`src/rtl/alu_op_sequencer.sv`:
```
// ALU front-end sequencer: accepts a request, pulses one unit enable for a cycle, then captures that unit's result.
// Build option ALU_SEQ_PIPE_EN: a response retire and the next request accept may share one edge (RESP -> ISSUE).
module alu_op_sequencer #(
  parameter int OPERAND_WIDTH = 16,
  parameter int FUN_WIDTH     = 4,
  parameter int OUT_WIDTH     = 16
) (
  input  logic                     clk,
  input  logic                     rst_seq,
  input  logic                     req_valid,
  output logic                     req_ready,
  input  logic [OPERAND_WIDTH-1:0] req_a,
  input  logic [OPERAND_WIDTH-1:0] req_b,
  input  logic [FUN_WIDTH-1:0]     req_fun,
  output logic [OPERAND_WIDTH-1:0] a_unit,
  output logic [OPERAND_WIDTH-1:0] b_unit,
  output logic [1:0]               fun_unit,
  output logic                     arith_enable,
  output logic                     logic_enable,
  output logic                     cmp_enable,
  output logic                     shift_enable,
  input  logic [OUT_WIDTH-1:0]     arith_out,
  input  logic [OUT_WIDTH-1:0]     logic_out,
  input  logic [OUT_WIDTH-1:0]     cmp_out,
  input  logic [OUT_WIDTH-1:0]     shift_out,
  input  logic                     arith_flag,
  input  logic                     logic_flag,
  input  logic                     cmp_flag,
  input  logic                     shift_flag,
  output logic                     rsp_valid,
  input  logic                     rsp_ready,
  output logic [OUT_WIDTH-1:0]     rsp_data,
  output logic                     rsp_flag,
  output logic [1:0]               rsp_unit
);

  typedef enum logic [1:0] {
    IDLE    = 2'b00,
    ISSUE   = 2'b01,
    CAPTURE = 2'b10,
    RESP    = 2'b11
  } state_t;

  localparam logic [1:0] UNIT_ARITH = 2'b00;
  localparam logic [1:0] UNIT_LOGIC = 2'b01;
  localparam logic [1:0] UNIT_CMP   = 2'b10;
  localparam logic [1:0] UNIT_SHIFT = 2'b11;

  state_t                   state_r;
  state_t                   state_s;
  logic                     ready_r;
  logic                     req_ready_s;
  logic                     accept_s;
  logic [1:0]               unit_r;
  logic [1:0]               fun_r;
  logic [OPERAND_WIDTH-1:0] a_r;
  logic [OPERAND_WIDTH-1:0] b_r;
  logic [3:0]               en_s;
  logic                     sel_flag_s;
  logic [OUT_WIDTH-1:0]     sel_out_s;
  logic                     rsp_valid_r;
  logic [OUT_WIDTH-1:0]     rsp_data_r;
  logic                     rsp_flag_r;
  logic [1:0]               rsp_unit_r;

  // Request readiness: a registered IDLE indication, extended in RESP when pipelining is built in.
  always_comb begin
    req_ready_s = ready_r;
`ifdef ALU_SEQ_PIPE_EN
    if (state_r == RESP) begin
      req_ready_s = rsp_ready;
    end else begin
      req_ready_s = ready_r;
    end
`endif
    accept_s = req_valid & req_ready_s;
  end

  // Next-state decode for the issue/capture/response sequence.
  always_comb begin
    state_s = state_r;
    case (state_r)
      IDLE: begin
        if (accept_s) begin
          state_s = ISSUE;
        end else begin
          state_s = IDLE;
        end
      end
      ISSUE:   state_s = CAPTURE;
      CAPTURE: state_s = RESP;
      RESP: begin
        if (rsp_ready) begin
`ifdef ALU_SEQ_PIPE_EN
          if (accept_s) begin
            state_s = ISSUE;
          end else begin
            state_s = IDLE;
          end
`else
          state_s = IDLE;
`endif
        end else begin
          state_s = RESP;
        end
      end
      default: state_s = IDLE;
    endcase
  end

  // One-hot unit enable, only ever raised in ISSUE.
  always_comb begin
    en_s = 4'b0000;
    if (state_r == ISSUE) begin
      case (unit_r)
        UNIT_ARITH: en_s = 4'b0001;
        UNIT_LOGIC: en_s = 4'b0010;
        UNIT_CMP:   en_s = 4'b0100;
        UNIT_SHIFT: en_s = 4'b1000;
        default:    en_s = 4'b0000;
      endcase
    end else begin
      en_s = 4'b0000;
    end
  end

  // Result and flag selection from the unit that was issued.
  always_comb begin
    sel_flag_s = 1'b0;
    sel_out_s  = {OUT_WIDTH{1'b0}};
    case (unit_r)
      UNIT_ARITH: begin sel_flag_s = arith_flag; sel_out_s = arith_out; end
      UNIT_LOGIC: begin sel_flag_s = logic_flag; sel_out_s = logic_out; end
      UNIT_CMP:   begin sel_flag_s = cmp_flag;   sel_out_s = cmp_out;   end
      UNIT_SHIFT: begin sel_flag_s = shift_flag; sel_out_s = shift_out; end
      default:    begin sel_flag_s = 1'b0;       sel_out_s = {OUT_WIDTH{1'b0}}; end
    endcase
  end

  // State register plus registered ready.
  always_ff @(posedge clk or negedge rst_seq) begin
    if (!rst_seq) begin
      state_r <= IDLE;
      ready_r <= 1'b0;
    end else begin
      state_r <= state_s;
      ready_r <= (state_s == IDLE);
    end
  end

  // Operand and sub-function capture on request accept; held until the next accept.
  always_ff @(posedge clk or negedge rst_seq) begin
    if (!rst_seq) begin
      a_r    <= {OPERAND_WIDTH{1'b0}};
      b_r    <= {OPERAND_WIDTH{1'b0}};
      fun_r  <= 2'b00;
      unit_r <= 2'b00;
    end else if (accept_s) begin
      a_r    <= req_a;
      b_r    <= req_b;
      fun_r  <= req_fun[1:0];
      unit_r <= req_fun[3:2];
    end
  end

  // Response capture: flag leaving ISSUE, data leaving CAPTURE, cleared valid on handshake.
  always_ff @(posedge clk or negedge rst_seq) begin
    if (!rst_seq) begin
      rsp_valid_r <= 1'b0;
      rsp_data_r  <= {OUT_WIDTH{1'b0}};
      rsp_flag_r  <= 1'b0;
      rsp_unit_r  <= 2'b00;
    end else begin
      if (state_r == ISSUE) begin
        rsp_flag_r <= sel_flag_s;
      end
      if (state_r == CAPTURE) begin
        rsp_data_r  <= sel_out_s;
        rsp_unit_r  <= unit_r;
        rsp_valid_r <= 1'b1;
      end else if ((state_r == RESP) && rsp_ready) begin
        rsp_valid_r <= 1'b0;
      end
    end
  end

  assign req_ready    = req_ready_s;
  assign a_unit       = a_r;
  assign b_unit       = b_r;
  assign fun_unit     = fun_r;
  assign arith_enable = en_s[0];
  assign logic_enable = en_s[1];
  assign cmp_enable   = en_s[2];
  assign shift_enable = en_s[3];
  assign rsp_valid    = rsp_valid_r;
  assign rsp_data     = rsp_data_r;
  assign rsp_flag     = rsp_flag_r;
  assign rsp_unit     = rsp_unit_r;

endmodule

```
`config.mk`:
```
export PLATFORM = sky130hd
export DESIGN_NAME = alu_op_sequencer
export DESIGN_NICKNAME = d
export VERILOG_FILES = /design/src/rtl/alu_op_sequencer.sv
export SDC_FILE = /design/constraint.sdc
export NUM_CORES = 1
export LEC_CHECK = 0
export ABC_AREA = 0
export BUFFER_PORTS_ARGS = -buffer_cell sky130_fd_sc_hd__buf_2
export CELL_PAD_IN_SITES_DETAIL_PLACEMENT = 2
export CELL_PAD_IN_SITES_GLOBAL_PLACEMENT = 2
export CORE_MARGIN = 2
export CORE_UTILIZATION = 27
export CTS_CLUSTER_SIZE = 10
export DETAILED_ROUTE_END_ITERATION = 8
export PLACE_DENSITY_LB_ADDON = 0.1
export SETUP_SLACK_MARGIN = 0.15
export SLEW_MARGIN = 5
export SYNTH_ARGS = -nofsm -noshare
export SYNTH_HDL_FRONTEND = slang
export SYNTH_SLANG_ARGS = --single-unit
```
`constraint.sdc`:
```
create_clock -name clk -period 1.95 [get_ports clk]
set_input_delay 0.195 -clock clk [delete_from_list [all_inputs] [get_ports clk]]
set_output_delay 0.195 -clock clk [all_outputs]
set_load 0.01 [all_outputs]
```
### Word level (Yosys, flattened, before mapping)

Cells that the tools add are included.

* register bits after elaboration: 59
* output and inout bits: 59
* word-level logic and storage cells: 31

* muxes and demuxes: 9
* bitwise operators: 1
* equal/unequal tests: 6
* reduce and logical (&&, ||, !) cells: 5

Operators with widths (count)
* 16-bit case mux with 4 select lines: 1
* 4-bit case mux with 4 select lines: 1
* 2-bit == test (second input constant): 4
* 2-bit case mux with 4 select lines: 1
* 2-bit logical NOT: 3
* 2-bit by 1-bit == test with 1-bit output (second input constant): 2
* 4-bit 2-to-1 mux: 1
* 1-bit case mux with 4 select lines: 1
* 1-bit 2-to-1 mux: 3
* 2-bit 2-to-1 mux: 1
* 2-bit nonzero test: 1
* 1-bit bitwise AND: 1
* 1-bit logical AND: 1

### Longest topological paths before layout

Gate-level depths: netlist of run 1.

* depth in word-level cells: 4
* mapped depth: 4
* gate-level depth less buffers: 2

### Worst setup path before layout of run 1

Ideal clock, no wire load.

* path kind: reg2reg
* start: reg unit_r[0]
* end: reg rsp_data_r[1] (netlist: rsp_data[1])
* library setup time: 0.125 ns
* clock period less this slack: 1.438 ns
* data required time: 1.825 ns
* buffers on the path: 2
* cell stages (with the launch flop): 5
* slack: 0.512 ns
* arrival time: 1.312 ns
* cells stage by stage: dfrtp_1 > buf_6 > buf_12 > mux4_2 > mux2_4

* cells in the longest elaborated chain, start to end: 2
* elaborated cells on any way between the ends: 5
* classes of those cells: eq/ne: 3; mux: 1; reduce/logical: 1

RTL lines
* start: declaration: line 54 `logic [1:0] unit_r;`
* start signal: assignment: line 162 `unit_r <= req_fun[3:2];`
* 2-bit == test, or another cell as far along: line 131 `case (unit_r)`
* 16-bit case mux with 4 select lines (*): line 131
* end signal: assignment: line 170 `rsp_data_r <= {OUT_WIDTH{1'b0}};`
* end signal: assignment: line 178 `rsp_data_r <= sel_out_s;`
* end: declaration: line 62 `logic [OUT_WIDTH-1:0] rsp_data_r;`

Every way passes the cells marked *; elsewhere a longest branch is shown, timed or not.
A chain may end at the register's enable or synchronous reset.

### Worst setup path in the final report of run 1

* start: reg state_r[0]
* end: out arith_enable

* cells in the longest elaborated chain, start to end: 2

RTL lines
* start: declaration: line 49 `state_t state_r;`
* start signal: assignment: line 146 `state_r <= state_s;`
* 2-bit by 1-bit == test with 1-bit output: line 114 `if (state_r == ISSUE) begin`
* 4-bit 2-to-1 mux: line 114
* end: declaration: line 18 `output logic arith_enable,`

Every way passes these cells.

==> out/metrics.cfg, run 1 <==
[routing]
wl_um = 7800
wl_per_cell_um = 16.6
vias = 2076
drc = 0
postRouteAntennaNets = 0
routed_via_density = 4.42
drtIter0Drc = 32
drt_pass1_iterations = 3

[die]
core_um2 = 9770
design.die.area_um2 = 10900
die_x_um = 104
dieHeight_um = 104
rows = 36
io_pins = 167
start_util_pct = 27.7

[clock_tree]
cts_max_level = 3
clk_latency_ns = 0.33
ctsLongestPathBuffers = 2
post_cts_buffers = 0
cts_made_buffers = 9
cts_tree = built
path_clk_slew_ns = 0.07
root_buffer = clkbuf_8
clkSinkCount = 59

[setup_path]
cp-startpoint = state_r[0]
crit_required_ns = 1.75
reg2reg_from = unit_r[0]
worstSetupStartpointType = flip-flop
crit_type = flip-flop to primary output
critPathArrivalTime_ns = 1.43
critPathCaptureType = primary output
timing.reg2reg.setup_slack_ns = 0.38
crit_path_max_fanout = 6

[sta]
finClkSkew_ns = 0.0116
clock.fmax_mhz = 616
setup_viol = 0
layout_min_cycle_time_ns = 1.62
slew_violations = 0
setup_tns_ns = 0
layout_setup_ws_ns = 0.327
post-route-period-util_pct = 83.2
relSlewSlack_pct = 77.8
tightest_slew_ns = 0.333
rsz0062_at_grt = no
hold_viol = 0

[synth]
synth_largest_area_cell = dfrtp_1
synth_edf_count = 0
synth_top_area_share_pct = 54.5
synth_area_leaders = dfrtp_1 (54%), mux2_2 (19%), mux4_2 (12%), mux2_4 (5.5%), mux4_1 (2.9%)
netlist-cell-type-count = 23
synthArstFlopShare_pct = 100
syn_avg_cell_area_um2 = 17.3
ys_ff_latch = 59
synth_flop_cell = dfrtp_1
ys_warn_count = 0
synth_commonest_cells = dfrtp_1 (59), mux2_2 (45), mux4_2 (14)
synth_area_um2 = 2710
ys_seq_area_share_pct = 54.5
yosysMostFrequentCell = dfrtp_1
syn-num-nets = 265
syn_inst = 157

[cells_and_area]
multi_input_area_um2 = 1150
fin_nets = 440
diodes = 0
fillCellCount = 1061
area_growth_pct = 43.7
seq_area_um2 = 1480
layout-drive-gt1-share_pct = 76.9
post-route-util_pct = 39.8

[power]
p_int_mw = 4.09
p_leak_nw = 1.93
seqPwrFrac_pct = 35.4
max-vdd-ir-drop_mv = 0.472
p_per_area_nw_per_um2 = 1580
power_frac_clock_pct = 17.4
switching_power_mw = 2.07
swShare_pct = 33.6
power_frac_comb_pct = 47.1

[grt]
grt_usage_pct = 15.3
antenna_found_initial = 0
grt_max_degree = 60
grt_overflow = 0
grt_pass1_vias = 2421
grt_pass1_wl_um = 12900

[place]
hpwl_um = 6080
pre_cts_ws_ns = 0.388
gp_congestion = 0.688
io_buffers = 166

[run]
cap_violations = 0

[hold_path]
hold_path_class = primary input to flip-flop
min_from = req_b[5]

[status]
status = complete, no violations

[placed cells by master, fill, tap and decap left out, types with 2 or more instances in the layout]
master and n:
dfrtp_1 59, mux4_2 14, clkbuf_1 2, buf_2 166
buf_4 7, mux2_2 45, and3b_1 2, mux4_1 3
clkbuf_8 9, mux2_4 10, clkinv_2 3, nor2b_2 2
[registers in the layout, indices dropped and copies added, names as in the netlist]
register,count
rsp_unit,2
unit_r,2
req_ready,1
b_unit,16
rsp_valid,1
state_r,2
rsp_flag,1
a_unit,16
rsp_data,16
fun_unit,2
[worst paths after layout]
check / to / cells after the start
hold reg to reg: rsp_valid / 1
setup reg to reg: rsp_data[15] / 3
max in group asynchronous: state_r[0] / 3
hold / removal: b_unit[5] / 2
setup / recovery: arith_enable / 3
min in group asynchronous: rsp_data[7] / 3
[power groups by stage]
stage	combinational [mW]	sequential (mW)	clock (mW)
4_1_cts	2.99	2.20	1.12
5_1_grt	3.18	2.29	1.18
6_report	2.91	2.19	1.07
2_1_floorplan	1.66	2.48	0
3_5_place_dp	2.99	2.21	0
3_3_place_gp	2.92	2.18	0
[area by class of cell]
type,count,area share (%)
sequential,59,37.9
multi-input combinational,86,29.5
clock inverter,5,1.38
clock buffer,11,3.37
inverter,1,0.0964
tap,133,4.27
timing repair buffer,175,23.5
[stage by stage]
stage	total power [mW]	area, um^2	std cells	hold slack, ns
finish	6.17	3890	470	0.0861
CTS	6.32	3890	470	0.0732
detailed placement	5.20	3700	453	0.237
global placement	5.10	3700	453	0.239
floorplan	4.14	2710	157	-0.101
global route	6.65	3890	470	0.0730
[worst max-delay path, stage by stage, from the launching register on]
cell and delay, ns:
dfrtp_1 0.44, nor2b_2 0.28, nor3b_1 0.22, buf_2 0.16
[logic make-up (layout without fill, tap and decap cells)]
family,Yosys count,after routing,synth area share [%]
buffers and inverters,12,192,3.32
flip-flops,59,59,54.5
AO/OA/AOI/OAI,5,5,1.25
multiplexers,72,72,38.8
AND/OR/NAND/NOR,9,9,2.17
[timing repair]
action	4_1_cts	5_1_grt
resized for setup	0	1
setup endpoints to repair	0	2
hold endpoints to repair	59	0
hold buffers	1	0
[per-layer routing]
| metal | wire length, um | global-route usage, % | up-vias |
|---|---|---|---|
| li1 | - | - | 938 |
| met1 | 3200 | 18.1 | 1033 |
| met2 | 3860 | 25.7 | 92 |
| met3 | 613 | 5.33 | 13 |
| met4 | 120 | 5.69 | 0 |
| met5 | 0 | 0 | - |
Power figures use the tool's default switching activity.
==> inputs of run 2 (changes only) <==
--- a/config.mk
+++ b/config.mk
@@ -5,12 +5,12 @@
 export SDC_FILE = /design/constraint.sdc
 export NUM_CORES = 1
 export LEC_CHECK = 0
-export ABC_AREA = 0
+export ABC_AREA = 1
 export BUFFER_PORTS_ARGS = -buffer_cell sky130_fd_sc_hd__buf_2
 export CELL_PAD_IN_SITES_DETAIL_PLACEMENT = 2
 export CELL_PAD_IN_SITES_GLOBAL_PLACEMENT = 2
 export CORE_MARGIN = 2
-export CORE_UTILIZATION = 27
+export CORE_UTILIZATION = 21
 export CTS_CLUSTER_SIZE = 10
 export DETAILED_ROUTE_END_ITERATION = 8
 export PLACE_DENSITY_LB_ADDON = 0.1
==> constraint.sdc (replaced) <==
create_clock -name clk -period 1.4 [get_ports clk]
set_input_delay 0.14 -clock clk [delete_from_list [all_inputs] [get_ports clk]]
set_output_delay 0.14 -clock clk [all_outputs]
set_load 0.01 [all_outputs]
==> run 2 against run 1 <==
Net effect: sequential share of layout area is 5.1 points lower; register-to-register slack worse by 0.30 ns; utilization is 5.6 points lower; synthesized cell count grew 90%; count of clock-buffer cells in the layout grew 1; area after synthesis up 3.5%; first-iteration DRC count is 94% higher; highest routed layer unchanged.
==> out/metrics.cfg, run 2 <==
[setup_path]
endpoint = arith_enable  ; unchanged
rr_worst_depth = 6  ; was 3
rr_endpoint = rsp_data[14]  ; was rsp_data[15]
cp.depth = 3  ; unchanged
crit_required_ns = 1.26  ; was 1.75 ns
crit_path_max_fanout = 5  ; was 6
cp_slowest_cell = dfrtp_2  ; was dfrtp_1
path_buf_inv = 2  ; was 1
cp-startpoint = unit_r[1]  ; was state_r[0]
crit_family = flip-flops  ; was simple AND/OR/NAND/NOR gates
reg2reg_from = unit_r[1]  ; was unit_r[0]
critPathCaptureType = primary output  ; unchanged
cp_slowest_stage_delay_ns = 0.48  ; was 0.44 ns
crit_type = flip-flop to primary output  ; unchanged
critPathArrivalTime_ns = 1.25  ; was 1.43 ns
worstPathCellList = buf_6, nor3_4, buf_2  ; was nor2b_2, nor3b_1, buf_2
worstSetupStartpointType = flip-flop  ; unchanged
timing.reg2reg.setup_slack_ns = 0.08  ; was 0.38 ns

[die]
design.die.area_um2 = 14300  ; was 10900 um^2
die_x_um = 120  ; was 104 um
core_um2 = 13100  ; was 9770 um^2
rows = 42  ; was 36
start_util_pct = 21.4  ; was 27.7%
dieHeight_um = 120  ; was 104 um
io_pins = 167  ; unchanged

[cells_and_area]
diodes = 0  ; unchanged
layout.cells.non_filler = 660  ; was 470
layout-drive-gt1-share_pct = 53.5  ; was 76.9%
layout_common_cells = buf_2 (166), nand2_1 (83), dfrtp_1 (57)  ; was buf_2 (166), dfrtp_1 (59), mux2_2 (45)
fin_nets = 587  ; was 440
area_growth_pct = 60.4  ; was 43.7%
layout_commonest_cell = buf_2  ; unchanged
fin_area_um2 = 4500  ; was 3890 um^2

[sta]
slew_violations = 0  ; unchanged
rsz0062_at_grt = yes  ; was no
tightest_slew_ns = 0.353  ; was 0.333 ns
finClkSkew_ns = 0.00262  ; was 0.0116 ns
fin_hold_ws_ns = 0.0160  ; was 0.0861 ns
setup_viol = 0  ; unchanged
relSlewSlack_pct = 76.5  ; was 77.8%
hold_viol = 0  ; unchanged
layout_min_cycle_time_ns = 1.39
clock.fmax_mhz = 722
post-route-period-util_pct = 99.0

[power]
p_per_area_nw_per_um2 = 2330  ; was 1580 nW/um^2
max-vdd-ir-drop_mv = 0.908  ; was 0.472 mV
p_leak_nw = 2.39  ; was 1.93 nW

[synth]
synth_top_area_share_pct = 52.6  ; was 54.5%
synth_fa_ha_area_share_pct = 0  ; unchanged
yosys.area_share.simple_pct = 18.3  ; was 2.17%
ys_ff_latch = 59  ; unchanged
synth-compound-area-share_pct = 8.30  ; was 1.25%
synth_flop_cell = dfrtp_1  ; unchanged
synth_largest_area_cell = dfrtp_1  ; unchanged
yosysMostFrequentCell = nand2_1  ; was dfrtp_1
synth_top_family_by_area = simple AND/OR/NAND/NOR gates  ; was multiplexers
ys_seq_area_share_pct = 52.6  ; was 54.5%
yosys.area_share.xor_xnor_pct = 0  ; unchanged
synth_mux_area_share_pct = 13.6  ; was 38.8%
syn_avg_cell_area_um2 = 9.41  ; was 17.3 um^2
ys_warn_count = 0  ; unchanged
synth_edf_count = 0  ; unchanged
synth_area_leaders = dfrtp_1 (53%), mux2_2 (12%), nand2_1 (12%), nand3_1 (5.4%), o21bai_1 (4.0%)  ; was dfrtp_1 (54%), mux2_2 (19%), mux4_2 (12%), mux2_4 (5.5%), mux4_1 (2.9%)
syn_inst = 298  ; was 157
syn-num-nets = 406  ; was 265
synth_area_um2 = 2810  ; was 2710 um^2
synthArstFlopShare_pct = 100  ; unchanged
netlist-cell-type-count = 18  ; was 23
synth_commonest_cells = nand2_1 (86), dfrtp_1 (59), mux2_2 (30), nand3_1 (30), inv_1 (23)  ; was dfrtp_1 (59), mux2_2 (45), mux4_2 (14)

[place]
placed_area_um2 = 3890  ; was 3700 um^2
dp_cells = 633  ; was 453
io_buffers = 166  ; unchanged
gp_congestion = 0.689  ; was 0.688
hpwl_um = 7090  ; was 6080 um

[routing]
routed_via_density = 4.25  ; was 4.42
postRouteAntennaNets = 0  ; unchanged
drt_pass1_iterations = 4  ; was 3
drtIter0Drc = 62  ; was 32
wl_per_cell_um = 15.5  ; was 16.6 um
vias = 2807  ; was 2076
drc = 0  ; unchanged
wl_um = 10200  ; was 7800 um

[clock_tree]
cts_made_buffers = 9  ; unchanged
clk_latency_ns = 0.33  ; about the same
cts_max_level = 3  ; unchanged
path_clk_slew_ns = 0.05  ; was 0.07 ns
ctsLongestPathBuffers = 2  ; unchanged
root_buffer = clkbuf_16  ; was clkbuf_8
clkSinkCount = 59  ; unchanged
cts_tree = built  ; unchanged

[grt]
grt_pass1_vias = 3015  ; was 2421
antenna_found_initial = 1  ; was 0
grt_usage_pct = 14.1  ; was 15.3%
grt_pass1_wl_um = 15500  ; was 12900 um
grt_max_degree = 60  ; unchanged
grt_overflow = 0  ; unchanged

[status]
status = complete, no violations  ; unchanged

[hold_path]
min_from = req_a[1]  ; was req_b[5]
hold_path_class = primary input to flip-flop  ; unchanged

[run]
cap_violations = 0  ; unchanged

run 2: changes by cell type in the layout (fill, tap and decap cells not counted), moves of 14 or more:
cell,delta
nand2_1,+82
nand3_1,+29
mux2_2,-15
mux4_2,-14
o21bai_1,+15
inv_1,+20
run 2: routing by layer:
| metal | GRT usage (%) | routed length (um) |
|---|---|---|
| met1 | 16.1 | 4220 |
| met2 | 23.6 | 4990 |
| met3 | 5.37 | 856 |
| met4 | 5.74 | 148 |
| met5 | 0 | 0 |
run 2: repair_timing:
item	4_1_cts	5_1_grt
setup endpoints to repair	21	47
gates resized for setup	14	28
cloned	0	1
hold endpoints to repair	59	0
hold buffers	1	0
pin swaps	1	1
buffers inserted	6	3
run 2: cell type report:
| class | count | area, um^2 |
|---|---|---|
| repair buffers | 187 | 1090 |
| well taps | 176 | 220 |
| fillers | 1504 | 8640 |
| clock buffers | 12 | 246 |
| clock inverters | 4 | 97.6 |
| flip-flops and latches | 59 | 1480 |
| multi-input cells | 197 | 1270 |
| inverters | 25 | 98.8 |
run 2: report_power, final:
part           switching (mW)  total, mW  internal [mW]  leakage (nW)
Clock                   0.805       2.59           1.79         0.163
Sequential              0.466       3.04           2.58         0.705
Combinational            2.65       4.87           2.22          1.53
run 2: worst min path at each step:
stage	to	slack, ns	cells past startpoint
finish	a_unit[1]	0.02	2
global route	b_unit[13]	0.02	2
floorplan	a_unit[0]	-0.16	0
detailed placement	rsp_data[15]	0.19	2
CTS	a_unit[1]	0.004	2
global placement	rsp_data[15]	0.19	2
run 2: cell families after synthesis:
kind of cell | Yosys count
muxes | 34
DFF | 59
and+or+nand+nor | 124
AOI/OAI and AO/OA | 39
buffers and inverters | 42
run 2: worst register-to-register path, stage by stage, from the launching register on:
cell	delay (ns)
dfrtp_2	0.48
buf_12	0.19
nor2_4	0.11
buf_12	0.21
a21oi_1	0.09
nand2_1	0.07
nand2_1	0.05
run 2: per-stage QoR:
stage	setup slack [ns]	total power [mW]	utilization [%]	setup TNS [ns]
5_1_grt	-0.0316	11.4	34.3	-0.0751
4_1_cts	0.0141	10.4	33.0	0
3_3_place_gp	0.180	7.30	29.6	0
3_5_place_dp	0.0968	7.44	29.6	0
6_report	0.0146	10.5	34.3	0
2_1_floorplan	0.170	5.60	-	0
==> inputs of run 3 (changes only) <==
--- a/config.mk
+++ b/config.mk
@@ -14,6 +14,7 @@
 export CTS_CLUSTER_SIZE = 10
 export DETAILED_ROUTE_END_ITERATION = 8
 export PLACE_DENSITY_LB_ADDON = 0.1
+export RECOVER_POWER = 100
 export SETUP_SLACK_MARGIN = 0.15
 export SLEW_MARGIN = 5
 export SYNTH_ARGS = -nofsm -noshare
==> run 3 against run 2 <==
Net effect: sequential power barely moved; maximum frequency is essentially flat; via count is 0.14% higher; setup slack better by 0.0011 ns; routed wire length decreased by 0.68%; hold slack gained 0.00065 ns; clock skew hardly changed; utilization fell by 0.98 points; non-clock buffer count stayed put; global-route usage unchanged.
==> out/metrics.cfg, run 3 (synthesis gave the netlist of run 2 again) <==
[grt]
grt_overflow = 0  ; unchanged
grt_pass1_vias = 3015  ; unchanged
grt_usage_pct = 14.1  ; unchanged
grt_max_degree = 60  ; unchanged
antenna_found_initial = 1  ; unchanged
grt_pass1_wl_um = 15500  ; unchanged

[routing]
postRouteAntennaNets = 0  ; unchanged
routed_via_density = 4.26  ; was 4.25
drt_pass1_iterations = 4  ; unchanged
wl_um = 10100  ; was 10200 um
drtIter0Drc = 65  ; was 62
drc = 0  ; unchanged
wl_per_cell_um = 15.4  ; was 15.5 um
vias = 2811  ; was 2807

[place]
hpwl_um = 7090  ; unchanged
gp_congestion = 0.689  ; unchanged
io_buffers = 166  ; unchanged
dp_cells = 633  ; unchanged
placed_area_um2 = 3890  ; unchanged

[die]
rows = 42  ; unchanged
start_util_pct = 21.4  ; unchanged
io_pins = 167  ; unchanged
die_x_um = 120  ; unchanged
core_um2 = 13100  ; unchanged
design.die.area_um2 = 14300  ; unchanged
dieHeight_um = 120  ; unchanged

[clock_tree]
clk_latency_ns = 0.33  ; about the same
cts_max_level = 3  ; unchanged
cts_tree = built  ; unchanged
root_buffer = clkbuf_16  ; unchanged
path_clk_slew_ns = 0.05  ; about the same
ctsLongestPathBuffers = 2  ; unchanged
cts_made_buffers = 9  ; unchanged
clkSinkCount = 59  ; unchanged

[sta]
fin_hold_ws_ns = 0.0166  ; was 0.0160 ns
slew_violations = 0  ; unchanged
clock.fmax_mhz = 722  ; about the same
layout_min_cycle_time_ns = 1.38  ; was 1.39 ns
setup_tns_ns = 0  ; unchanged
setup_viol = 0  ; unchanged
hold_viol = 0  ; unchanged
relSlewSlack_pct = 41.2  ; was 76.5%
post-route-period-util_pct = 98.9  ; was 99.0%
finClkSkew_ns = 0.00263  ; was 0.00262 ns
rsz0062_at_grt = yes  ; unchanged
tightest_slew_ns = 0.883  ; was 0.353 ns

[hold_path]
hold_path_class = primary input to flip-flop  ; unchanged

[power]
p_int_mw = 6.30  ; was 6.59 mW
p_per_area_nw_per_um2 = 2340  ; was 2330 nW/um^2
seqPwrFrac_pct = 30.0  ; was 29.0%
p_leak_nw = 2.20  ; was 2.39 nW
swShare_pct = 38.3  ; was 37.3%
switching_power_mw = 3.91  ; was 3.92 mW
power_frac_clock_pct = 25.4  ; was 24.7%
power_frac_comb_pct = 44.6  ; was 46.4%
max-vdd-ir-drop_mv = 0.885  ; was 0.908 mV

[setup_path]
critPathCaptureType = primary output  ; unchanged
cp_slowest_stage_delay_ns = 0.48  ; about the same
crit_required_ns = 1.26  ; about the same
crit_path_max_fanout = 5  ; unchanged
critPathArrivalTime_ns = 1.24  ; was 1.25 ns
crit_type = flip-flop to primary output  ; unchanged
worstPathCellList = buf_6, nor3_4, buf_2  ; unchanged
cp_slowest_cell = dfrtp_2  ; unchanged
worstSetupStartpointType = flip-flop  ; unchanged

[run]
cap_violations = 0  ; unchanged

[cells_and_area]
layout_commonest_cell = buf_2  ; unchanged
area_growth_pct = 55.8  ; was 60.4%
layout-drive-gt1-share_pct = 41.7  ; was 53.5%
diodes = 0  ; unchanged
post-route-util_pct = 33.3  ; was 34.3%
layout_common_cells = buf_2 (111), nand2_1 (84), dfrtp_1 (57), clkbuf_1 (57)  ; was buf_2 (166), nand2_1 (83), dfrtp_1 (57)
fin_area_um2 = 4370  ; was 4500 um^2
layout.cells.non_filler = 660  ; unchanged
fin_nets = 587  ; unchanged

[status]
status = complete, no violations  ; unchanged

==> run 3: changes by cell type in the layout (fill, tap and decap cells not counted), moves of 2 or more <==
| cell | previous run | this run |
|---|---|---|
| buf_4 | 10 | 8 |
| buf_12 | 5 | 3 |
| clkbuf_4 | 0 | 6 |
| clkbuf_1 | 2 | 57 |
| buf_2 | 166 | 111 |
==> run 3: path summary, 6_finish.rpt <==
path                            cells past startpoint           end  slack [ns]          from
worst max-delay path                                3  arith_enable        0.02     unit_r[1]
worst min register to register                      2  rsp_data[10]        0.48  rsp_data[10]
min in group asynchronous                           3  rsp_data[15]        0.58       rst_seq
max in group asynchronous                           3     unit_r[0]        0.20       rst_seq
worst min-delay path                                2     a_unit[1]        0.02      req_a[1]
worst max register to register                      7   rsp_data[4]        0.05    state_r[1]
==> run 3: what timing repair did <==
item,in CTS,in global routing
gates resized for setup,14,28
pin swaps,1,1
hold buffers,1,0
buffers inserted,6,3
cloned,0,1
setup endpoints to repair,21,47
hold endpoints to repair,59,0
==> run 3: metal layers <==
layer  track usage [%]  up-vias  share of wire (%)
met5                 0        -                  0
met4              5.74        0                1.5
met3              5.37       11                8.4
met2              23.6      105                 49
met1              16.1     1362                 41
li1                  -     1333                  -
==> run 3: power groups by stage <==
stage / logic, mW / registers, mW / clock network, mW
5_1_grt: 5.12 / 3.19 / 2.75
4_1_cts: 4.62 / 3.05 / 2.69
3_5_place_dp: 4.38 / 3.05 / 0
3_3_place_gp: 4.29 / 3.01 / 0
2_1_floorplan: 2.23 / 3.37 / 0
6_report: 4.56 / 3.07 / 2.59
==> run 3: worst max-delay path, delay by kind of cell, from the launching register on <==
kind,cells,cell delay (ns)
flip-flops,1,0.48
AND/OR/NAND/NOR,1,0.14
buffers and inverters,2,0.30
==> run 3: cell type report <==
| type | count | area [um^2] |
|---|---|---|
| Sequential cell | 59 | 1480 |
| Fill cell | 1534 | 8770 |
| Timing Repair Buffer | 187 | 971 |
| Inverter | 25 | 98.8 |
| Clock buffer | 12 | 246 |
| Multi-Input combinational cell | 197 | 1260 |
| Tap cell | 176 | 220 |
| Clock inverter | 4 | 97.6 |
==> run 3: per-stage QoR <==
stage | power, mW | setup WS [ns]
2_1_floorplan | 5.60 | 0.170
3_3_place_gp | 7.30 | 0.180
3_5_place_dp | 7.44 | 0.0968
4_1_cts | 10.4 | 0.0141
5_1_grt | 11.1 | -0.0316
6_report | 10.2 | 0.0157
